**config.mk**
```make
export PLATFORM = sky130hd
export DESIGN_NAME = lsu_mem_ctrl_flat
export DESIGN_NICKNAME = d
export VERILOG_FILES = /design/src/rtl/lsu_mem_ctrl_pkg.sv /design/src/rtl/lsu_mem_ctrl_if.sv /design/src/rtl/lsu_mem_ctrl_load_align.sv /design/src/rtl/lsu_mem_ctrl.sv /design/src/flat_wrapper.sv
export SDC_FILE = /design/constraint.sdc
export NUM_CORES = 1
export LEC_CHECK = 0
export ABC_CLOCK_PERIOD_IN_PS = 3100
export CAP_MARGIN = 40
export CORE_ASPECT_RATIO = 0.5
export CORE_MARGIN = 3
export CORE_UTILIZATION = 45
export DETAILED_ROUTE_END_ITERATION = 10
export GPL_TIMING_DRIVEN = 0
export HOLD_SLACK_MARGIN = 0.15
export PLACE_DENSITY = 0.76
export SLEW_MARGIN = 5
export SYNTH_ARGS = -nofsm -noshare
export SYNTH_HDL_FRONTEND = slang
export SYNTH_SLANG_ARGS = --single-unit
```
**constraint.sdc**
```tcl
create_clock -name clk -period 3.1 [get_ports clk]
set_input_delay 0.62 -clock clk [delete_from_list [all_inputs] [get_ports clk]]
set_output_delay 0.62 -clock clk [all_outputs]
set_load 0.05 [all_outputs]
```
**src/rtl/lsu_mem_ctrl_pkg.sv**
```systemverilog
// lsu_mem_ctrl_pkg: shared encodings and lane/alignment helpers for the load/store unit
package lsu_mem_ctrl_pkg;
  localparam logic [2:0] F3_B  = 3'b000;
  localparam logic [2:0] F3_H  = 3'b001;
  localparam logic [2:0] F3_W  = 3'b010;
  localparam logic [2:0] F3_BU = 3'b100;
  localparam logic [2:0] F3_HU = 3'b101;
  typedef enum logic [1:0] {IDLE, BUSY, DONE} state_t;
  typedef enum logic [1:0] {F_NONE, F_MISALIGN, F_TIMEOUT, F_ILLEGAL} fault_t;
  function automatic logic illegal_op(logic rd, logic wr, logic [2:0] f3);
    return (rd & wr) | (rd & !(f3 inside {F3_B, F3_H, F3_W, F3_BU, F3_HU})) |
           (wr & !(f3 inside {F3_B, F3_H, F3_W}));
  endfunction
  function automatic logic misaligned(logic [2:0] f3, logic [1:0] off);
    return (f3[1:0] == 2'b01 && off[0]) || (f3[1:0] == 2'b10 && off != 2'b00);
  endfunction
  function automatic logic [3:0] byte_en(logic we, logic [2:0] f3, logic [1:0] off);
    return !we ? 4'hf :
           f3[1:0] == 2'b00 ? 4'b0001 << off :
           f3[1:0] == 2'b01 ? (off[1] ? 4'b1100 : 4'b0011) : 4'hf;
  endfunction
endpackage

```
**src/rtl/lsu_mem_ctrl_if.sv**
```systemverilog
// lsu_mem_ctrl_if: req/ack data-memory bus between the LSU and memory
interface lsu_mem_ctrl_if #(parameter int ADDR_W = 32);
  logic              mem_req;
  logic              mem_we;
  logic [ADDR_W-1:0] mem_addr;
  logic [3:0]        mem_be;
  logic [31:0]       mem_wdata;
  logic              mem_ack;
  logic [31:0]       mem_rdata;
  modport master (output mem_req, mem_we, mem_addr, mem_be, mem_wdata, input mem_ack, mem_rdata);
  modport slave (input mem_req, mem_we, mem_addr, mem_be, mem_wdata, output mem_ack, mem_rdata);
endinterface

```
**src/rtl/lsu_mem_ctrl_load_align.sv**
```systemverilog
// lsu_mem_ctrl_load_align: picks the addressed byte/half from a read word and extends it
module lsu_mem_ctrl_load_align (
  input  logic [31:0] rdata,
  input  logic [1:0]  off,
  input  logic [2:0]  funct3,
  output logic [31:0] data
);
  logic [7:0]  b;
  logic [15:0] h;
  // funct3[2] selects zero extension, funct3[1:0] the access size
  always_comb begin
    b = rdata[8*off +: 8];
    h = off[1] ? rdata[31:16] : rdata[15:0];
    data = funct3[1:0] == 2'b00 ? {{24{b[7] & !funct3[2]}}, b} :
           funct3[1:0] == 2'b01 ? {{16{h[15] & !funct3[2]}}, h} : rdata;
  end
endmodule

```
**src/rtl/lsu_mem_ctrl.sv**
```systemverilog
// lsu_mem_ctrl: turns decoder load/store requests into req/ack memory transactions
module lsu_mem_ctrl
  import lsu_mem_ctrl_pkg::*;
#(
  parameter int ADDR_W  = 32,
  parameter int TIMEOUT = 255
) (
  input  logic              clk,
  input  logic              rst_n,
  input  logic              MemRead,
  input  logic              MemWrite,
  input  logic [2:0]        Funct3,
  input  logic [ADDR_W-1:0] Addr,
  input  logic [31:0]       WData,
  output logic              Stall,
  output logic              Done,
  output logic [31:0]       RData,
  output logic [1:0]        FaultCause,
  lsu_mem_ctrl_if.master    mem
);
  localparam int CW = TIMEOUT > 1 ? $clog2(TIMEOUT) : 1;
  localparam logic [CW-1:0] TLIM = CW'(TIMEOUT > 0 ? TIMEOUT - 1 : 0);
  state_t            state_q, state_d;
  fault_t            fault_q, fault_d;
  logic [CW-1:0]     cnt_q, cnt_d;
  logic              req_q, req_d, we_q, we_d, done_q, done_d, stall;
  logic [ADDR_W-1:0] addr_q, addr_d;
  logic [3:0]        be_q, be_d;
  logic [31:0]       wdata_q, wdata_d, rdata_q, rdata_d, ld_data;
  logic [2:0]        f3_q, f3_d;
  logic [1:0]        off_q, off_d;
  lsu_mem_ctrl_load_align u_align (.rdata(mem.mem_rdata), .off(off_q), .funct3(f3_q), .data(ld_data));
  // next-state, latching of the accepted request and completion/fault handling
  always_comb begin
    state_d = state_q;
    fault_d = fault_q;
    cnt_d   = cnt_q;
    req_d   = req_q;
    we_d    = we_q;
    addr_d  = addr_q;
    be_d    = be_q;
    wdata_d = wdata_q;
    rdata_d = rdata_q;
    f3_d    = f3_q;
    off_d   = off_q;
    stall   = 1'b0;
    case (state_q)
      IDLE: begin
        stall = MemRead | MemWrite;
        if (MemRead | MemWrite) begin
          if (illegal_op(MemRead, MemWrite, Funct3) || misaligned(Funct3, Addr[1:0])) begin
            state_d = DONE;
            fault_d = illegal_op(MemRead, MemWrite, Funct3) ? F_ILLEGAL : F_MISALIGN;
            rdata_d = MemRead ? 32'h0 : rdata_q;
          end else begin
            state_d = BUSY;
            fault_d = F_NONE;
            cnt_d   = '0;
            req_d   = 1'b1;
            we_d    = MemWrite;
            addr_d  = {Addr[ADDR_W-1:2], 2'b00};
            be_d    = byte_en(MemWrite, Funct3, Addr[1:0]);
            wdata_d = Funct3[1:0] == 2'b00 ? {4{WData[7:0]}} :
                      Funct3[1:0] == 2'b01 ? {2{WData[15:0]}} : WData;
            f3_d    = Funct3;
            off_d   = Addr[1:0];
          end
        end
      end
      BUSY: begin
        stall = 1'b1;
        if (mem.mem_ack) begin
          state_d = DONE;
          req_d   = 1'b0;
          rdata_d = we_q ? rdata_q : ld_data;
        end else if (TIMEOUT > 0 && cnt_q == TLIM) begin
          state_d = DONE;
          req_d   = 1'b0;
          rdata_d = 32'h0;
          fault_d = F_TIMEOUT;
        end else begin
          cnt_d = cnt_q + CW'(1);
        end
      end
      default: state_d = IDLE;
    endcase
    done_d = state_d == DONE;
  end
  // state and registered outputs, cleared asynchronously
  always_ff @(posedge clk or negedge rst_n) begin
    if (!rst_n) begin
      state_q <= IDLE;
      fault_q <= F_NONE;
      cnt_q   <= '0;
      req_q   <= 1'b0;
      we_q    <= 1'b0;
      done_q  <= 1'b0;
      addr_q  <= '0;
      be_q    <= '0;
      wdata_q <= '0;
      rdata_q <= '0;
      f3_q    <= '0;
      off_q   <= '0;
    end else begin
      state_q <= state_d;
      fault_q <= fault_d;
      cnt_q   <= cnt_d;
      req_q   <= req_d;
      we_q    <= we_d;
      done_q  <= done_d;
      addr_q  <= addr_d;
      be_q    <= be_d;
      wdata_q <= wdata_d;
      rdata_q <= rdata_d;
      f3_q    <= f3_d;
      off_q   <= off_d;
    end
  end
  assign Stall         = rst_n & stall;
  assign Done          = done_q;
  assign RData         = rdata_q;
  assign FaultCause    = fault_q;
  assign mem.mem_req   = req_q;
  assign mem.mem_we    = we_q;
  assign mem.mem_addr  = addr_q;
  assign mem.mem_be    = be_q;
  assign mem.mem_wdata = wdata_q;
endmodule

```
**src/flat_wrapper.sv**
```systemverilog
// flat-port wrapper written by rule: the top's interface ports become plain ports
module lsu_mem_ctrl_flat import lsu_mem_ctrl_pkg::*;
#(
  parameter int ADDR_W  = 32,
  parameter int TIMEOUT = 255
)
  (clk, rst_n, MemRead, MemWrite, Funct3, Addr, WData, Stall, Done, RData, FaultCause, mem_mem_req, mem_mem_we, mem_mem_addr, mem_mem_be, mem_mem_wdata, mem_mem_ack, mem_mem_rdata);
  lsu_mem_ctrl_if #(.ADDR_W(ADDR_W)) mem_i ();
  input  logic clk;
  input  logic rst_n;
  input  logic MemRead;
  input  logic MemWrite;
  input  logic [2:0] Funct3;
  input  logic [ADDR_W-1:0] Addr;
  input  logic [31:0] WData;
  output logic Stall;
  output logic Done;
  output logic [31:0] RData;
  output logic [1:0] FaultCause;
  output wire logic [$bits(mem_i.mem_req)-1:0] mem_mem_req;
  output wire logic [$bits(mem_i.mem_we)-1:0] mem_mem_we;
  output wire logic [$bits(mem_i.mem_addr)-1:0] mem_mem_addr;
  output wire logic [$bits(mem_i.mem_be)-1:0] mem_mem_be;
  output wire logic [$bits(mem_i.mem_wdata)-1:0] mem_mem_wdata;
  input wire logic [$bits(mem_i.mem_ack)-1:0] mem_mem_ack;
  input wire logic [$bits(mem_i.mem_rdata)-1:0] mem_mem_rdata;
  assign mem_mem_req = mem_i.mem_req;
  assign mem_mem_we = mem_i.mem_we;
  assign mem_mem_addr = mem_i.mem_addr;
  assign mem_mem_be = mem_i.mem_be;
  assign mem_mem_wdata = mem_i.mem_wdata;
  assign mem_i.mem_ack = mem_mem_ack;
  assign mem_i.mem_rdata = mem_mem_rdata;
  lsu_mem_ctrl #(.ADDR_W(ADDR_W), .TIMEOUT(TIMEOUT)) u_core (.clk(clk), .rst_n(rst_n), .MemRead(MemRead), .MemWrite(MemWrite), .Funct3(Funct3), .Addr(Addr), .WData(WData), .Stall(Stall), .Done(Done), .RData(RData), .FaultCause(FaultCause), .mem(mem_i));
endmodule
```
==> flow_summary_export.csv, run 1 <==
group,metric,value,unit
setup_path,cp_max_fo,10,
floorplanning,initial_core_util,48.1,%
synth,syn_inst,505,
clock_tree,htree_levels,4,
global_route,grt.total_usage,23.9,%
floorplanning,die-area,14600,µm²
cells_and_area,antenna_cells,0,
clock_tree,hold_buffers,0,
setup_path,cp-startpoint,"Funct3[1]",
detailed_routing,antenna_left,0,
cells_and_area,layout_common_cells,"clkdlybuf4s50_1 (204), dfrtp_1 (118), mux2_2 (51), nor2_1 (42), mux2_4 (30)",
synth,synth_ff_type,"dfrtp_1",
cells_and_area,final_nets,839,
floorplanning,die_h,87.1,µm
power,power,10.0,mW
sta,drv_slew,0,
detailed_routing,drt-vias-per-instance,5.36,
detailed_routing,wl_per_cell,19.1,µm
status,outcome,"complete, no violations",
floorplanning,pin_count,210,
synth,synthXorXnorAreaFrac,0.889,%
detailed_routing,vias,4887,
setup_path,crit_arrival,3150,ps
clock_tree,cts_buffer_depth,2,
placement,gp_congestion,0.845,
synth,ys_seq_elements,118,
sta,max_freq,355,MHz
clock_tree,clk_latency,410,ps
sta,slew_headroom,44.3,%
synth,ys_seq_area_share,49.9,%
sta,rsz0062_at_grt,"false",
clock_tree,cts_made_buffers,17,
power,power_density,1130,nW/µm²
synth,yosys.area_share.adder,0.614,%
synth,synth.cell_area,5910,µm²
global_route,overflow,0,
power,leakage,3.74,nW
floorplanning,rows,28,
global_route,grt_max_degree,74,
placement,dp_hpwl,12800,µm
synth,synth.distinct_cells,41,
power,pwr-share-seq,25.2,%
global_route,met3_usage,7.52,%
global_route,busiest_layer,"met2",
placement,port_buffers,206,
setup_path,r2r_cells,7,
sta,tightestPinTransition,835,ps
setup_path,path_class,"input port to register",
global_route,antenna_found_initial,1,
synth,synth_simple_gate_area_share,10.4,%
cells_and_area,final_layout_size_suffix_gt1_share,19.6,%
setup_path,rrSetupSlack,580,ps
sta,fin_crit,2820,ps
power,p_sw_share,44.9,%
clock_tree,cts_root_buf,"clkbuf_16",
setup_path,r2r-start,"u_core.off_q[0]",
setup_path,cp.depth,8,
sta,fin_crit_sh,90.9,%
cells_and_area,final_common_cell,"clkdlybuf4s50_1",
setup_path,r2r-end,"u_core.RData[26]",
synth,yosysWarnings,0,
global_route,grt_util_met1,30.3,%
setup_path,path_delay_family,"buffers and inverters",
power,ir_drop,0.708,mV
power,comb_power_share,54.5,%
global_route,grt_pass1_vias,5117,
synth,synthMuxAreaShare,25.2,%
power,power_frac_clock,20.3,%
floorplanning,chipWidth,168,µm
power,p_sw,4.48,mW
power,p_int,5.51,mW
synth,synth_top_family_by_area,"multiplexers",
detailed_routing,firstDrtPassIters,5,
global_route,grt_first_pass_wirelength,27400,µm
sta,setup_tns,0,ps
sta,skew,7.67,ps
setup_path,slowest_delay,520,ps
cells_and_area,syn_to_final_growth,49.4,%
setup_path,critPathCaptureType,"register",
clock_tree,clkSinkCount,118,
min_path,worstHoldPathType,"input port to asynchronous set/reset pin",
clock_tree,post-cts-setup-buffers,0,
synth,synthArstFlopShare,100,%
sta,finalSetupViolCount,0,
synth,synth_edf_count,0,
detailed_routing,routed_wl,17400,µm
synth,synth_compound_area_share,9.01,%
setup_path,crit_slowest_cell,"clkdlybuf4s50_1",
sta,hold_ws,132,ps
sta,hold_viol,0,
detailed_routing,drc,0,
setup_path,crit_buf_inv,4,
cells_and_area,fin_util,71.9,%
setup_path,critical_path_required,3430,ps
setup_path,crit_chain,"clkdlybuf4s50_1 -> clkbuf_1 -> o22ai_1 -> a211oi_4 -> buf_2 -> buf_4 -> nor2_1 -> a21oi_1",
placement,placed_cell_area,8220,µm²
synth,syn_area_per_cell,11.7,µm²
clock_tree,clk_pin_slew,60,ps
setup_path,crit_path_end,"u_core.mem.mem_wdata[23]",
clock_tree,tritoncts,"yes",
global_route,met2_usage,39.9,%
floorplanning,core-area,12300,µm²
setup_path,critPathLaunchType,"input port",
detailed_routing,drt_iter0_drc,305,
flow_run,cap_viol_max_count,0,
cells_and_area,final_area,8840,µm²
## layer usage
| metal | up-vias | share of wire [%] |
|---|---|---|
| met2 | 207 | 49 |
| met4 | 2 | 1.8 |
| met1 | 2383 | 42 |
| met3 | 31 | 7.7 |
| met5 | - | 0.075 |
| li1 | 2264 | - |
## stage by stage
step	cells	setup slack, ps
after CTS	911	182
after detailed placement	879	-218
final	911	281
after global placement	877	-3830
after global routing	911	175
after floorplan	506	673
## synth_stat cells (all sizes together) (3+ instances only)
cell type	number	area (µm²)
xor2	5	43.8
o22ai	19	119
a221oi	7	61.3
nand2b	4	25.0
nor2b	24	150
buf	20	123
nor3	20	100
mux2	81	1020
a21oi	25	125
and3	3	18.8
mux4	9	203
mux2i	26	260
nor2	42	158
clkbuf	15	56.3
o21ai	19	95.1
nand2	20	75.1
dfrtp	118	2950
a2111oi	7	61.3
nand3	4	20.0
inv	14	52.6
## cell type report
class / count / area [µm²]
sequential: 118 / 2950
multi-input combinational: 339 / 2740
inverter: 14 / 52.6
buffer: 35 / 179
clock inverter: 13 / 155
timing repair buffer: 208 / 2100
clock buffer: 19 / 453
fill: 881 / 3460
tap: 165 / 206
## timing repair
item,CTS,global route
hold endpoints to repair,0,0
gates resized for setup,1,1
pin swaps,0,0
endpoints found under the setup margin,1,1
## state kept, by name (all words and copies together), names as in the netlist
| signal | count |
|---|---|
| u_core.FaultCause | 2 |
| u_core.mem.mem_wdata | 32 |
| u_core.Done | 1 |
| u_core.f3_q | 3 |
| u_core.off_q | 2 |
| u_core.mem.mem_req | 1 |
| u_core.cnt_q | 8 |
| u_core.mem.mem_we | 1 |
| u_core.state_q | 2 |
| u_core.mem.mem_addr | 30 |
| u_core.RData | 32 |
| u_core.mem.mem_be | 4 |
## cell families (layout without fill, tap and decap cells)
logic type               Yosys count  count (layout)
AO/OA/AOI/OAI                     85              85
XOR/XNOR                           6               6
adder cells (fa/ha/maj)            3               3
buffers and inverters             49             289
flip-flops                       118             118
multiplexers                     116             116
other                              1               2
AND/OR/NAND/NOR                  127             127
## worst register-to-register path, cell delays in order, from the launching register on
cell	delay, ps
dfrtp_1	360
buf_2	230
nor2_1	150
mux4_2	300
a21oi_1	570
clkbuf_1	400
nor3_1	120
mux2_4	270
## worst min-delay path by stage
stage | end | slack [ps]
2_1_floorplan | u_core.Done | 320
3_3_place_gp | u_core.mem.mem_addr[12] | 490
3_5_place_dp | u_core.mem.mem_wdata[1] | 490
4_1_cts | u_core.mem.mem_wdata[6] | 150
5_1_grt | u_core.mem.mem_wdata[5] | 160
6_report | u_core.mem.mem_wdata[5] | 130
## power by group through the flow
stage | clock [mW] | sequential (mW) | combinational, mW
after detailed placement | 0 | 2.54 | 5.44
after global placement | 0 | 2.51 | 5.37
after floorplan | 0 | 4.54 | 1.60
final | 2.03 | 2.52 | 5.45
after global routing | 2.13 | 2.61 | 5.70
after CTS | 2.05 | 2.53 | 5.47
No activity file was read; power rests on OpenSTA's default activity.
==> run 2, diff against run 1 <==
--- a/config.mk
+++ b/config.mk
@@ -10,6 +10,7 @@
 export CORE_ASPECT_RATIO = 0.5
 export CORE_MARGIN = 3
 export CORE_UTILIZATION = 45
+export CTS_CLUSTER_DIAMETER = 40
 export DETAILED_ROUTE_END_ITERATION = 10
 export GPL_TIMING_DRIVEN = 0
 export HOLD_SLACK_MARGIN = 0.15
==> results of run 2 <==
The final DEF is identical to that of run 1; final timing and power are the same.
==> run 3, diff against run 2 <==
--- a/config.mk
+++ b/config.mk
@@ -5,10 +5,11 @@
 export SDC_FILE = /design/constraint.sdc
 export NUM_CORES = 1
 export LEC_CHECK = 0
+export ABC_AREA = 1
 export ABC_CLOCK_PERIOD_IN_PS = 3100
 export CAP_MARGIN = 40
 export CORE_ASPECT_RATIO = 0.5
-export CORE_MARGIN = 3
+export CORE_MARGIN = 2
 export CORE_UTILIZATION = 45
 export CTS_CLUSTER_DIAMETER = 40
 export DETAILED_ROUTE_END_ITERATION = 10
==> run 3 against run 2 <==
Combinational power is 9.4% lower. Cell area hardly changed. Clock power hardly changed. Register-to-register slack better by 490 ps. Count of clock-buffer cells in the layout is 1 lower. Non-clock buffer count is 9 higher. Die area is 3.1% lower. Utilization is 2.6 points lower. Final cell count is 30% higher. Global-route usage is 2.3 points higher. Total power is 5.9% lower. Highest routed layer is now met4.
==> flow_summary_export.csv, run 3 <==
group,metric,value,unit
sta,hold_viol,0,
synth,ys_seq_elements,118,
setup_path,cp_max_fo,4,
clock_tree,clk_latency,410,ps
synth,synth_edf_count,0,
synth,syn_inst,770,
sta,finalSetupViolCount,0,
status,outcome,"complete, no violations",
setup_path,r2r-end,"u_core.RData[29]",
floorplanning,pin_count,210,
cells_and_area,final_layout_size_suffix_gt1_share,8.71,%
sta,tightestPinTransition,563,ps
synth,synthXorXnorAreaFrac,0.885,%
detailed_routing,antenna_left,0,
detailed_routing,drt_iter0_drc,489,
detailed_routing,routed_wl,18100,µm
power,power_frac_clock,21.3,%
power,p_sw,4.47,mW
sta,slew_headroom,62.4,%
placement,place_ws,-38.1,ps
clock_tree,post-cts-setup-buffers,0,
setup_path,r2r_cells,12,
synth,synth_top_family_by_area,"simple AND/OR/NAND/NOR gates",
sta,drv_slew,0,
setup_path,rrSetupSlack,1070,ps
detailed_routing,firstDrtPassIters,5,
floorplanning,die-area,14200,µm²
synth,yosys.area_share.adder,0.421,%
cells_and_area,syn_to_final_growth,49.0,%
synth,synth_most_common_cell,"nand2_1",
synth,synth_simple_gate_area_share,27.5,%
floorplanning,initial_core_util,46.5,%
sta,rsz0062_at_grt,"false",
synth,synth.distinct_cells,33,
cells_and_area,fin_cells,1180,
placement,dp_hpwl,13300,µm
cells_and_area,final_common_cell,"nand2_1",
clock_tree,htree_levels,4,
setup_path,critical_path_required,2480,ps
detailed_routing,drc,0,
global_route,antenna_found_initial,0,
synth,yosysTopAreaCell,"dfrtp_1",
sta,max_freq,350,MHz
global_route,grt_first_pass_wirelength,29900,µm
setup_path,critPathLaunchType,"input port",
clock_tree,tritoncts,"yes",
synth,ys_seq_area_share,49.7,%
synth,synthTopCellsByCount,"nand2_1 (299), dfrtp_1 (118), o21ai_0 (70)",
synth,synth_ff_type,"dfrtp_1",
placement,gp_congestion,0.931,
synth,synthArstFlopShare,100,%
sta,fin_crit,2860,ps
power,power,9.41,mW
floorplanning,chipWidth,166,µm
clock_tree,cts_root_buf,"clkbuf_16",
synth,syn_area_per_cell,7.71,µm²
clock_tree,cts_buffer_depth,2,
power,comb_power_share,52.5,%
synth,synth.cell_area,5940,µm²
power,power_density,1060,nW/µm²
detailed_routing,vias,6031,
placement,port_buffers,206,
synth,yosys-top-cells-area,"dfrtp_1 (50%), nand2_1 (19%), o21ai_0 (5.9%)",
power,p_sw_share,47.5,%
power,p_int,4.94,mW
detailed_routing,drt-vias-per-instance,5.11,
synth,yosysWarnings,0,
power,leakage,4.30,nW
cells_and_area,antenna_cells,0,
clock_tree,clkSinkCount,118,
cells_and_area,fin_util,69.2,%
cells_and_area,final_nets,1103,
setup_path,path_class,"input port to output port",
floorplanning,core-area,12800,µm²
synth,synthMuxAreaShare,0,%
synth,synth_compound_area_share,13.1,%
global_route,grt.total_usage,26.2,%
floorplanning,die_h,85.2,µm
global_route,grt_max_degree,69,
min_path,worstHoldPathType,"input port to asynchronous set/reset pin",
global_route,grt_pass1_vias,5993,
power,pwr-share-seq,26.2,%
sta,setup_ws,245,ps
sta,skew,12.0,ps
global_route,overflow,0,
power,ir_drop,0.689,mV
sta,fin_crit_sh,92.1,%
setup_path,critPathCaptureType,"output port",
placement,place_inst,1148,
flow_run,cap_viol_max_count,0,
setup_path,r2r-start,"u_core.cnt_q[0]",
setup_path,crit_arrival,2240,ps
cells_and_area,layout_common_cells,"nand2_1 (299), clkdlybuf4s50_1 (204), dfrtp_1 (118), o21ai_0 (70), inv_1 (55)",
synth,synth_top_area_share,49.7,%
detailed_routing,wl_per_cell,15.3,µm
floorplanning,rows,29,
clock_tree,clk_pin_slew,60,ps
clock_tree,cts_made_buffers,17,
run 3: cell count changes after synthesis, moves of 24 or more:
cell | previous run | this run
nand2_1 | 20 | 299
mux2_4 | 30 | 0
o21ai_0 | 19 | 70
mux2_2 | 51 | 0
inv_1 | 14 | 55
nor2b_1 | 24 | 0
mux2i_1 | 26 | 0
nand3_1 | 4 | 48
run 3: cell type report:
cell class,instances,area [µm²]
inverter,61,229
fill,1113,3930
clock inverter,14,161
sequential,118,2950
multi-input combinational,547,2500
buffer,45,259
tap,170,213
timing repair buffer,207,2090
clock buffer,18,439
run 3: worst max path at each step:
stage / startpoint / to / slack [ps] / cells after the start
2_1_floorplan: MemWrite / Stall / 970 / 4
3_3_place_gp: rst_n / Stall / -3770 / 3
3_5_place_dp: MemRead / Stall / -40 / 5
4_1_cts: MemRead / Stall / 240 / 5
5_1_grt: MemRead / Stall / 150 / 5
6_report: MemRead / Stall / 240 / 5
run 3: metal layers:
layer / vias to the layer above / track usage, % / wire, µm
met3: 22 / 5.97 / 1410
met2: 238 / 44.1 / 8560
met1: 2852 / 34.8 / 7850
met4: 0 / 7.21 / 260
li1: 2919 / - / -
met5: - / 0 / 0
run 3: power by group through the flow:
stage	Combinational (mW)	Clock [mW]	Sequential [mW]
2_1_floorplan	1.39	0	4.30
3_3_place_gp	4.87	0	2.46
3_5_place_dp	4.93	0	2.47
4_1_cts	4.95	2.02	2.46
5_1_grt	5.27	2.09	2.53
6_report	4.94	2.00	2.47
run 3: logic make-up after synthesis:
family	after synthesis
xor gates and xnor gates	6
buffers and inverters	106
AOI/OAI and AO/OA	142
other	1
and+or+nand+nor	395
adders and majority gates	2
DFF	118
run 3: repair_timing:
action,4_1_cts,5_1_grt
gates resized for setup,1,0
setup endpoints to repair,1,0
endpoints found under the hold margin,0,0
hold buffers,0,0
run 3: worst max-delay path, stage by stage:
cell and delay (ps):
clkdlybuf4s50_1 550, nor2_1 90, o21ai_1 280, and2_1 170, dlygate4sd2_1 520
run 3: per-stage QoR:
| step | hold WS [ps] | instance area (µm²) | TNS (ps) |
|---|---|---|---|
| floorplan | 324 | 5940 | 0 |
| global placement | 461 | 8220 | -378390 |
| detailed placement | 464 | 8240 | -38.1 |
| CTS | 172 | 8840 | 0 |
| global route | 186 | 8840 | 0 |
| finish | 152 | 8840 | 0 |
